File: config.mk
export PLATFORM = sky130hd
export DESIGN_NAME = debug_run_controller
export DESIGN_NICKNAME = d
export VERILOG_FILES = /design/src/rtl/debug_pkg.sv /design/src/rtl/debug_run_controller_sat_counter.sv /design/src/rtl/debug_run_controller.sv
export SDC_FILE = /design/constraint.sdc
export NUM_CORES = 1
export LEC_CHECK = 0
export BUFFER_PORTS_ARGS = -buffer_cell sky130_fd_sc_hd__buf_2
export CAP_MARGIN = 20
export CORE_ASPECT_RATIO = 0.9
export CORE_MARGIN = 4
export CORE_UTILIZATION = 54
export DETAILED_ROUTE_END_ITERATION = 10
export MAX_ROUTING_LAYER = met4
export PLACE_DENSITY = 0.81
export SYNTH_ARGS = -nofsm -noshare
export SYNTH_HDL_FRONTEND = slang
export SYNTH_SLANG_ARGS = --single-unit
export TNS_END_PERCENT = 30
File: constraint.sdc
create_clock -name clk -period 2.55 [get_ports clk]
set_input_delay 0.51 -clock clk [delete_from_list [all_inputs] [get_ports clk]]
set_output_delay 0.51 -clock clk [all_outputs]
set_load 0.01 [all_outputs]
File: src/rtl/debug_pkg.sv
// Shared command bytes and controller state encoding, also used by the debug tx unit.
package debug_pkg;

    localparam logic [7:0] CMD_CONT = 8'h63;
    localparam logic [7:0] CMD_STEP = 8'h73;
    localparam logic [7:0] CMD_HALT = 8'h68;
    localparam logic [7:0] CMD_RST  = 8'h72;

    typedef enum logic [2:0] {
        ST_IDLE = 3'd0,
        ST_RUN  = 3'd1,
        ST_STEP = 3'd2,
        ST_DUMP = 3'd3,
        ST_PRST = 3'd4
    } state_e;

    typedef enum logic [2:0] {
        OP_NONE = 3'd0,
        OP_CONT = 3'd1,
        OP_STEP = 3'd2,
        OP_HALT = 3'd3,
        OP_RST  = 3'd4
    } op_e;

    // Unrecognised bytes and bytes without a valid strobe both decode to OP_NONE.
    function automatic op_e decode_cmd(input logic valid, input logic [7:0] data);
        op_e op;
        op = OP_NONE;
        if (valid) begin
            case (data)
                CMD_CONT: op = OP_CONT;
                CMD_STEP: op = OP_STEP;
                CMD_HALT: op = OP_HALT;
                CMD_RST:  op = OP_RST;
                default:  op = OP_NONE;
            endcase
        end else begin
            op = OP_NONE;
        end
        return op;
    endfunction

endpackage

File: src/rtl/debug_run_controller_sat_counter.sv
// Saturating up-counter with enable and synchronous clear; clear wins over enable.
module sat_counter #(
    parameter int W = 16
) (
    input  logic         clk,
    input  logic         reset,
    input  logic         en_i,
    input  logic         clr_i,
    output logic [W-1:0] count_o
);

    logic [W-1:0] count_q;
    logic [W-1:0] count_d;

    // Next count: clear, saturating increment, or hold.
    always_comb begin
        count_d = count_q;
        if (clr_i) begin
            count_d = '0;
        end else if (en_i && !(&count_q)) begin
            count_d = count_q + W'(1);
        end else begin
            count_d = count_q;
        end
    end

    // Count register.
    always_ff @(posedge clk or posedge reset) begin
        if (reset) begin
            count_q <= '0;
        end else begin
            count_q <= count_d;
        end
    end

    assign count_o = count_q;

endmodule

File: src/rtl/debug_run_controller.sv
// Sequences pipeline run/step/halt/soft-reset from debug-UART command bytes and
// requests a state dump after every step or halt.
module debug_run_controller
    import debug_pkg::*;
#(
    parameter int CYCLE_W    = 16,
    parameter int RST_CYCLES = 4
) (
    input  logic               clk,
    input  logic               reset,
    input  logic [7:0]         inDato,
    input  logic               inDatoValid,
    input  logic               inHalt,
    input  logic               inDumpDone,
    output logic               outPipeEnable,
    output logic               outPipeReset,
    output logic               outDumpReq,
    output logic               outProgramDone,
    output logic [CYCLE_W-1:0] outCycleCount
);

    localparam int PRST_W = (RST_CYCLES > 1) ? $clog2(RST_CYCLES) : 1;
    localparam logic [PRST_W-1:0] PRST_LAST = PRST_W'(RST_CYCLES - 1);

    state_e            state_q, state_d;
    logic              done_q, done_d;
    logic [PRST_W-1:0] prst_cnt_q, prst_cnt_d;
    logic              enable_q, dump_req_q, pipe_rst_q;
    logic              cnt_clr_s;
    op_e               op_s;

    // Next-state, sticky program-done flag and soft-reset length counter.
    always_comb begin
        op_s       = decode_cmd(inDatoValid, inDato);
        state_d    = state_q;
        done_d     = done_q;
        prst_cnt_d = prst_cnt_q;
        cnt_clr_s  = 1'b0;
        case (state_q)
            ST_IDLE: begin
                case (op_s)
                    OP_CONT: begin
                        if (!done_q) state_d = ST_RUN;
                        else         state_d = ST_IDLE;
                    end
                    OP_STEP: begin
                        if (!done_q) state_d = ST_STEP;
                        else         state_d = ST_IDLE;
                    end
                    OP_RST: begin
                        state_d    = ST_PRST;
                        done_d     = 1'b0;
                        cnt_clr_s  = 1'b1;
                        prst_cnt_d = '0;
                    end
                    default: state_d = ST_IDLE;
                endcase
            end
            ST_RUN: begin
                // A halt instruction takes priority and also marks the program finished.
                if (inHalt) begin
                    state_d = ST_DUMP;
                    done_d  = 1'b1;
                end else if (op_s == OP_HALT) begin
                    state_d = ST_DUMP;
                end else begin
                    state_d = ST_RUN;
                end
            end
            ST_STEP: begin
                state_d = ST_DUMP;
                if (inHalt) done_d = 1'b1;
                else        done_d = done_q;
            end
            ST_DUMP: begin
                if (inDumpDone) state_d = ST_IDLE;
                else            state_d = ST_DUMP;
            end
            ST_PRST: begin
                if (prst_cnt_q == PRST_LAST) begin
                    state_d = ST_IDLE;
                end else begin
                    state_d    = ST_PRST;
                    prst_cnt_d = prst_cnt_q + PRST_W'(1);
                end
            end
            default: begin
                state_d = ST_IDLE;
            end
        endcase
    end

    // State, flags and outputs; outputs are decoded from the next state so they
    // line up with the state register without a combinational output path.
    always_ff @(posedge clk or posedge reset) begin
        if (reset) begin
            state_q    <= ST_IDLE;
            done_q     <= 1'b0;
            prst_cnt_q <= '0;
            enable_q   <= 1'b0;
            dump_req_q <= 1'b0;
            pipe_rst_q <= 1'b0;
        end else begin
            state_q    <= state_d;
            done_q     <= done_d;
            prst_cnt_q <= prst_cnt_d;
            enable_q   <= (state_d == ST_RUN) || (state_d == ST_STEP);
            dump_req_q <= (state_d == ST_DUMP);
            pipe_rst_q <= (state_d == ST_PRST);
        end
    end

    sat_counter #(
        .W(CYCLE_W)
    ) u_cycle_cnt (
        .clk     (clk),
        .reset   (reset),
        .en_i    (enable_q),
        .clr_i   (cnt_clr_s),
        .count_o (outCycleCount)
    );

    assign outPipeEnable  = enable_q;
    assign outDumpReq     = dump_req_q;
    assign outPipeReset   = pipe_rst_q;
    assign outProgramDone = done_q;

endmodule

After elaboration in Yosys (flattened, before gate mapping)
Cells that the tools add are included.
{"block": "classes", "n_bitwise": 0, "n_mux": 20, "reduce_logical": 11, "eq_ne": 20, "add_sub_neg": 2, "n_shift": 0, "order_cmp": 0, "mul": 0, "n_div": 0}
{"operator": "8-bit by 7-bit equality test with 1-bit output, second input constant", "n": 4}
{"operator": "16-bit 2-to-1 mux", "n": 2}
{"operator": "3-bit by 2-bit equality test with 1-bit output, second input constant", "n": 6}
{"operator": "16-bit by 1-bit adder with 16-bit output, second input constant", "n": 1}
{"operator": "16-bit AND reduction", "n": 1}
{"operator": "3-bit one-hot mux with 5 select lines", "n": 1}
{"operator": "2-bit 2-to-1 mux", "n": 6}
{"operator": "3-bit one-hot mux with 4 select lines", "n": 1}
{"operator": "3-bit by 1-bit equality test with 1-bit output, second input constant", "n": 3}
{"operator": "3-bit equality test, second input constant", "n": 3}
{"operator": "3-bit one-hot mux with 3 select lines", "n": 1}
{"operator": "3-bit 2-to-1 mux", "n": 2}
{"operator": "3-bit AND reduction", "n": 2}
{"operator": "2-bit nonzero test", "n": 3}
{"operator": "1-bit 2-to-1 mux", "n": 5}
{"operator": "2-bit by 1-bit inequality test with 1-bit output, second input constant", "n": 2}
{"operator": "2-bit one-hot mux with 2 select lines", "n": 1}
{"operator": "3-bit logical NOT", "n": 1}
{"operator": "2-bit by 1-bit adder with 2-bit output, second input constant", "n": 1}
{"operator": "2-bit equality test, second input constant", "n": 1}
{"operator": "2-bit inequality test, second input constant", "n": 1}
{"operator": "1-bit one-hot mux with 2 select lines", "n": 1}
{"operator": "2-bit OR reduction", "n": 1}
{"operator": "1-bit logical AND", "n": 1}
{"operator": "2 further kinds", "n": 2}
{"block": "totals", "n_memories": 0, "latch_bits": 0, "inputBits": 13, "ramBits": 0, "reg_bits": 25, "mem_bits_ro": 0, "out_inout_bits": 20}

Logic depth before layout (Yosys ltp)
{"block": "depth", "depth_word": 9, "ltp_mapped": 6, "mapped_depth_nobuf": 5}

Cells and area by module
From an unflattened synthesis, not the netlist that was laid out.
{"block": "unflattened", "hier_cells": 161, "hier_area_um2": 1467.7}
{"module": "sat_counter", "cells_each": 104, "instances": 1, "area_per_inst_um2": 922.1}
{"module": "debug_run_controller", "cells_each": 57, "instances": 1, "area_per_inst_um2": 545.5}

Worst setup path before layout
Ideal clock, no wire load.
{"block": "synth_path", "path_kind": "reg-to-reg", "from": "register u_cycle_cnt.count_q[0] (netlist: u_cycle_cnt.count_o[0])", "to": "register u_cycle_cnt.count_q[8] (netlist: u_cycle_cnt.count_o[8])", "stages_incl_launch_ff": 6, "arrival_ps": 1659, "path_slack_ps": 813, "setup_time_ps": 77, "path_cell_list": "dfrtp_1 > ha_1 > and3_4 > and4_4 > or4_1 > a21oi_1"}
{"block": "synth_between", "elab_chain_cells": 4, "word_cells_on_any_way": 7, "cone_classes": "add/sub: 1; mux: 2; reduce/logical: 4"}
{"item": "start: declaration", "line": "debug_run_controller_sat_counter.sv:12", "source": "logic [W-1:0] count_q;"}
{"item": "start signal: assignment", "line": "debug_run_controller_sat_counter.sv:32", "source": "count_q <= count_d;"}
{"item": "parallel branches: the longest is 4 deep, another holds 16-bit by 1-bit adder with 16-bit output"}
Several ways; the timed one is not identified. The select of a mux whose other input is x is not followed.
A chain may end at the register's enable or synchronous reset.

Final worst setup path
{"block": "layout_path", "from": "register u_cycle_cnt.count_q[0] (netlist: u_cycle_cnt.count_o[0])", "to": "register u_cycle_cnt.count_q[6] (netlist: u_cycle_cnt.count_o[6])"}
The elaborated chain is that of the path after synthesis.

==> metrics.txt <==
post-CTS setup repair buffer count 0; Slew Limit Headroom 59.53%; Row Count 16; vertical die dimension 55.08 um; top cell type's share of synthesized area 47.04%; Hold Path Class in2async; count of final setup violators 0; master cell of the clock root buffer sky130_fd_sc_hd__clkbuf_4; clock tree from TritonCTS built; count of clock tree sinks 25; reported max-cap violation count 0; Iter 0 DRT Violations 41; overall power 1.549 mW; post-synthesis sequential area ratio 47.04%; worst setup path startpoint u_cycle_cnt.count_o[0]$_DFFE_PP0P_; global-route wire length before repair 5.016 mm; combined global-route utilization of all metal layers 20.94%; TritonRoute pass-1 iters 4; flip-flop cell with the highest count after synthesis sky130_fd_sc_hd__dfrtp_1; DRC violations left 0; Vias per Instance 6.172; Detailed Place HPWL 2.194 mm; data required time at the worst endpoint 2.80 ns; area of the die 3322 sq um; most area-consuming cells after synthesis sky130_fd_sc_hd__dfrtp_1 47%, sky130_fd_sc_hd__a21oi_1 5.3%, sky130_fd_sc_hd__or3_1 4.7%, sky130_fd_sc_hd__o21ai_0 4.5%, sky130_fd_sc_hd__and4_4 3.4%; fin crit period 1.852 ns; clock buffer depth 2; largest fanout on the critical path 14; most common cell in the synthesized netlist sky130_fd_sc_hd__dfrtp_1; final core utilization 68.14%; pin count of the biggest net entering global routing 26; weighted congestion at the end of routability-driven global placement 0.8098; worst reg-to-reg setup slack 0.70 ns; clock-pin slew on the worst setup and hold paths 0.13 ns; n_diodes 0; actual transition at the worst max-transition pin 0.6064 ns; worst clock skew 0.01160 ns; global-route congestion overflow total 0; PortBufs 32; Yosys reg bits 25; maximum clock rate 0.5400 GHz; number of nets in the layout 187; result of the run complete, no violations; cell area power density 1005 nW/um^2; final critical-path share of the clock period 72.62%; via count 1,222; layout overhead on the synthesized area 15.90%; synthesized net count 151; cts repair resizes 0; critical path's slowest cell sky130_fd_sc_hd__or3_2; post-placement setup slack 0.5675 ns; top-level port count 33; Commonest cells post-synth 25 x sky130_fd_sc_hd__dfrtp_1, 14 x sky130_fd_sc_hd__a21oi_1, 12 x sky130_fd_sc_hd__o21ai_0; area of the core 2262 sq um; async set-or-reset flop fraction in the synthesized netlist 100.0%; max-slew violation total from the final report 0; H-tree levels 1; final worst slack 0.6981 ns; syn avg cell area 9.780 sq um; Sum Neg Setup Slack 0 ns; RSZ-0062 raised after global routing no; post-synthesis cell type count 37; Initial Utilization 58.79%; Num CTS Buffers 3; crit end category flop; category of the worst setup path launch point flop; static power due to leakage 0.6634 nW; termination of the worst setup path u_cycle_cnt.count_o[6]$_DFFE_PP0P_; Worst-Skew Late Latency 0.32 ns; WL final 2.977 mm; post-synth design cell area 1330 sq um; largest stage delay on the critical path 0.45 ns; number of antenna violations at the first check in global routing 0; Post-Synthesis Cells 136; FF-to-FF Start u_cycle_cnt.count_o[0]$_DFFE_PP0P_; destination of the worst register-to-register timing path u_cycle_cnt.count_o[6]$_DFFE_PP0P_; average wire per standard cell 15.04 um; list of cells traversed by the critical path ha_1 -> and3_4 -> and4_4 -> or3_2 -> a21oi_1; final antenna-violating net count 0; share of final-layout standard cells stronger than drive strength 1 28.65%; number of buffers inserted for hold repair after clock tree synthesis 0; Worst R2R Path Depth 5; Worst EP arrival 2.10 ns; x dimension of the die 60.32 um; Yosys Warn Count 0; category of the critical setup timing path reg2reg; worst vdd rail ir drop 0.0006989 V; number of enable flip-flop cells after synthesis 0; most area-hungry cell type in the Yosys netlist sky130_fd_sc_hd__dfrtp_1; Fin. Hold Viols 0; via count of the first global-routing pass 1,131
## metrics by stage
| step | cell area (sq um) | hold WS [ns] | cells |
|---|---|---|---|
| 2_1_floorplan | 1330 | 0.4573 | 136 |
| 3_3_place_gp | 1515 | 0.4702 | 194 |
| 3_5_place_dp | 1515 | 0.4833 | 194 |
| 4_1_cts | 1541 | 0.2082 | 198 |
| 5_1_grt | 1541 | 0.2197 | 198 |
| 6_report | 1541 | 0.2063 | 198 |
## worst min path at each step
stage / start / endpoint / cells after the start
5_1_grt: reset / outPipeEnable$_DFF_PP0_ / 3
6_report: reset / u_cycle_cnt.count_o[8]$_DFFE_PP0P_ / 3
3_3_place_gp: prst_cnt_q[0]$_DFFE_PP0P_ / prst_cnt_q[0]$_DFFE_PP0P_ / 1
3_5_place_dp: prst_cnt_q[0]$_DFFE_PP0P_ / prst_cnt_q[0]$_DFFE_PP0P_ / 1
4_1_cts: reset / u_cycle_cnt.count_o[9]$_DFFE_PP0P_ / 3
2_1_floorplan: prst_cnt_q[0]$_DFFE_PP0P_ / prst_cnt_q[0]$_DFFE_PP0P_ / 1
## cell families after synthesis
logic type	share of synthesized area, %
compound gates	17.59
xor+xnor	0.6586
fa+ha+maj	1.881
buf+inv	2.916
flops	47.04
mux	0.7526
simple gates	29.16
## where the power goes
group | switching, mW | internal [mW]
clock network | 0.114 | 0.0612
registers | 0.201 | 0.542
logic | 0.340 | 0.291
## flip-flops by register name, indices dropped and copies added (netlist names)
name / cells
state_q: 3
u_cycle_cnt.count_o: 16
outProgramDone: 1
outPipeReset: 1
prst_cnt_q: 2
outPipeEnable: 1
outDumpReq: 1
## routing by layer
layer  global-route usage [%]  vias up  share of wire, %
li1                         -      594                 -
met1                    25.51      592                45
met2                    35.43       32                49
met3                    4.872        4               5.0
met4                    5.166        0              0.71
met5                        -        -                 0
## critical path, delay by kind of cell (launching register included)
family / cells / cell delay, ns
fa+ha+maj: 1 / 0.31
compound gates: 1 / 0.15
flops: 1 / 0.44
simple gates: 3 / 0.89
## cells in the final DEF (no fill, tap or decap), types with 2 or more instances in the layout
master and n:
sky130_fd_sc_hd__and3_4 2, sky130_fd_sc_hd__and4_4 4, sky130_fd_sc_hd__a21oi_1 14, sky130_fd_sc_hd__or3_1 10
sky130_fd_sc_hd__ha_1 2, sky130_fd_sc_hd__o21ai_0 12, sky130_fd_sc_hd__nor3_1 3, sky130_fd_sc_hd__nand3_1 6
sky130_fd_sc_hd__nand2_1 8, sky130_fd_sc_hd__nand4_1 7, sky130_fd_sc_hd__nor2_1 6, sky130_fd_sc_hd__o21bai_1 2
sky130_fd_sc_hd__and3_1 2, sky130_fd_sc_hd__dfrtp_1 25, sky130_fd_sc_hd__inv_1 6, sky130_fd_sc_hd__o22ai_1 2
sky130_fd_sc_hd__nand3b_1 2, sky130_fd_sc_hd__buf_2 32, sky130_fd_sc_hd__clkbuf_4 3, sky130_fd_sc_hd__o31ai_1 4
## final cells by class
class,count,area (sq um)
Inverter,6,22.52
Fill cell,196,720.7
Multi-Input combinational cell,103,665.6
Clock buffer,4,26.28
Tap cell,27,33.78
Timing Repair Buffer,33,167.7
Sequential cell,25,625.6
(Power assumes the default switching activity.)
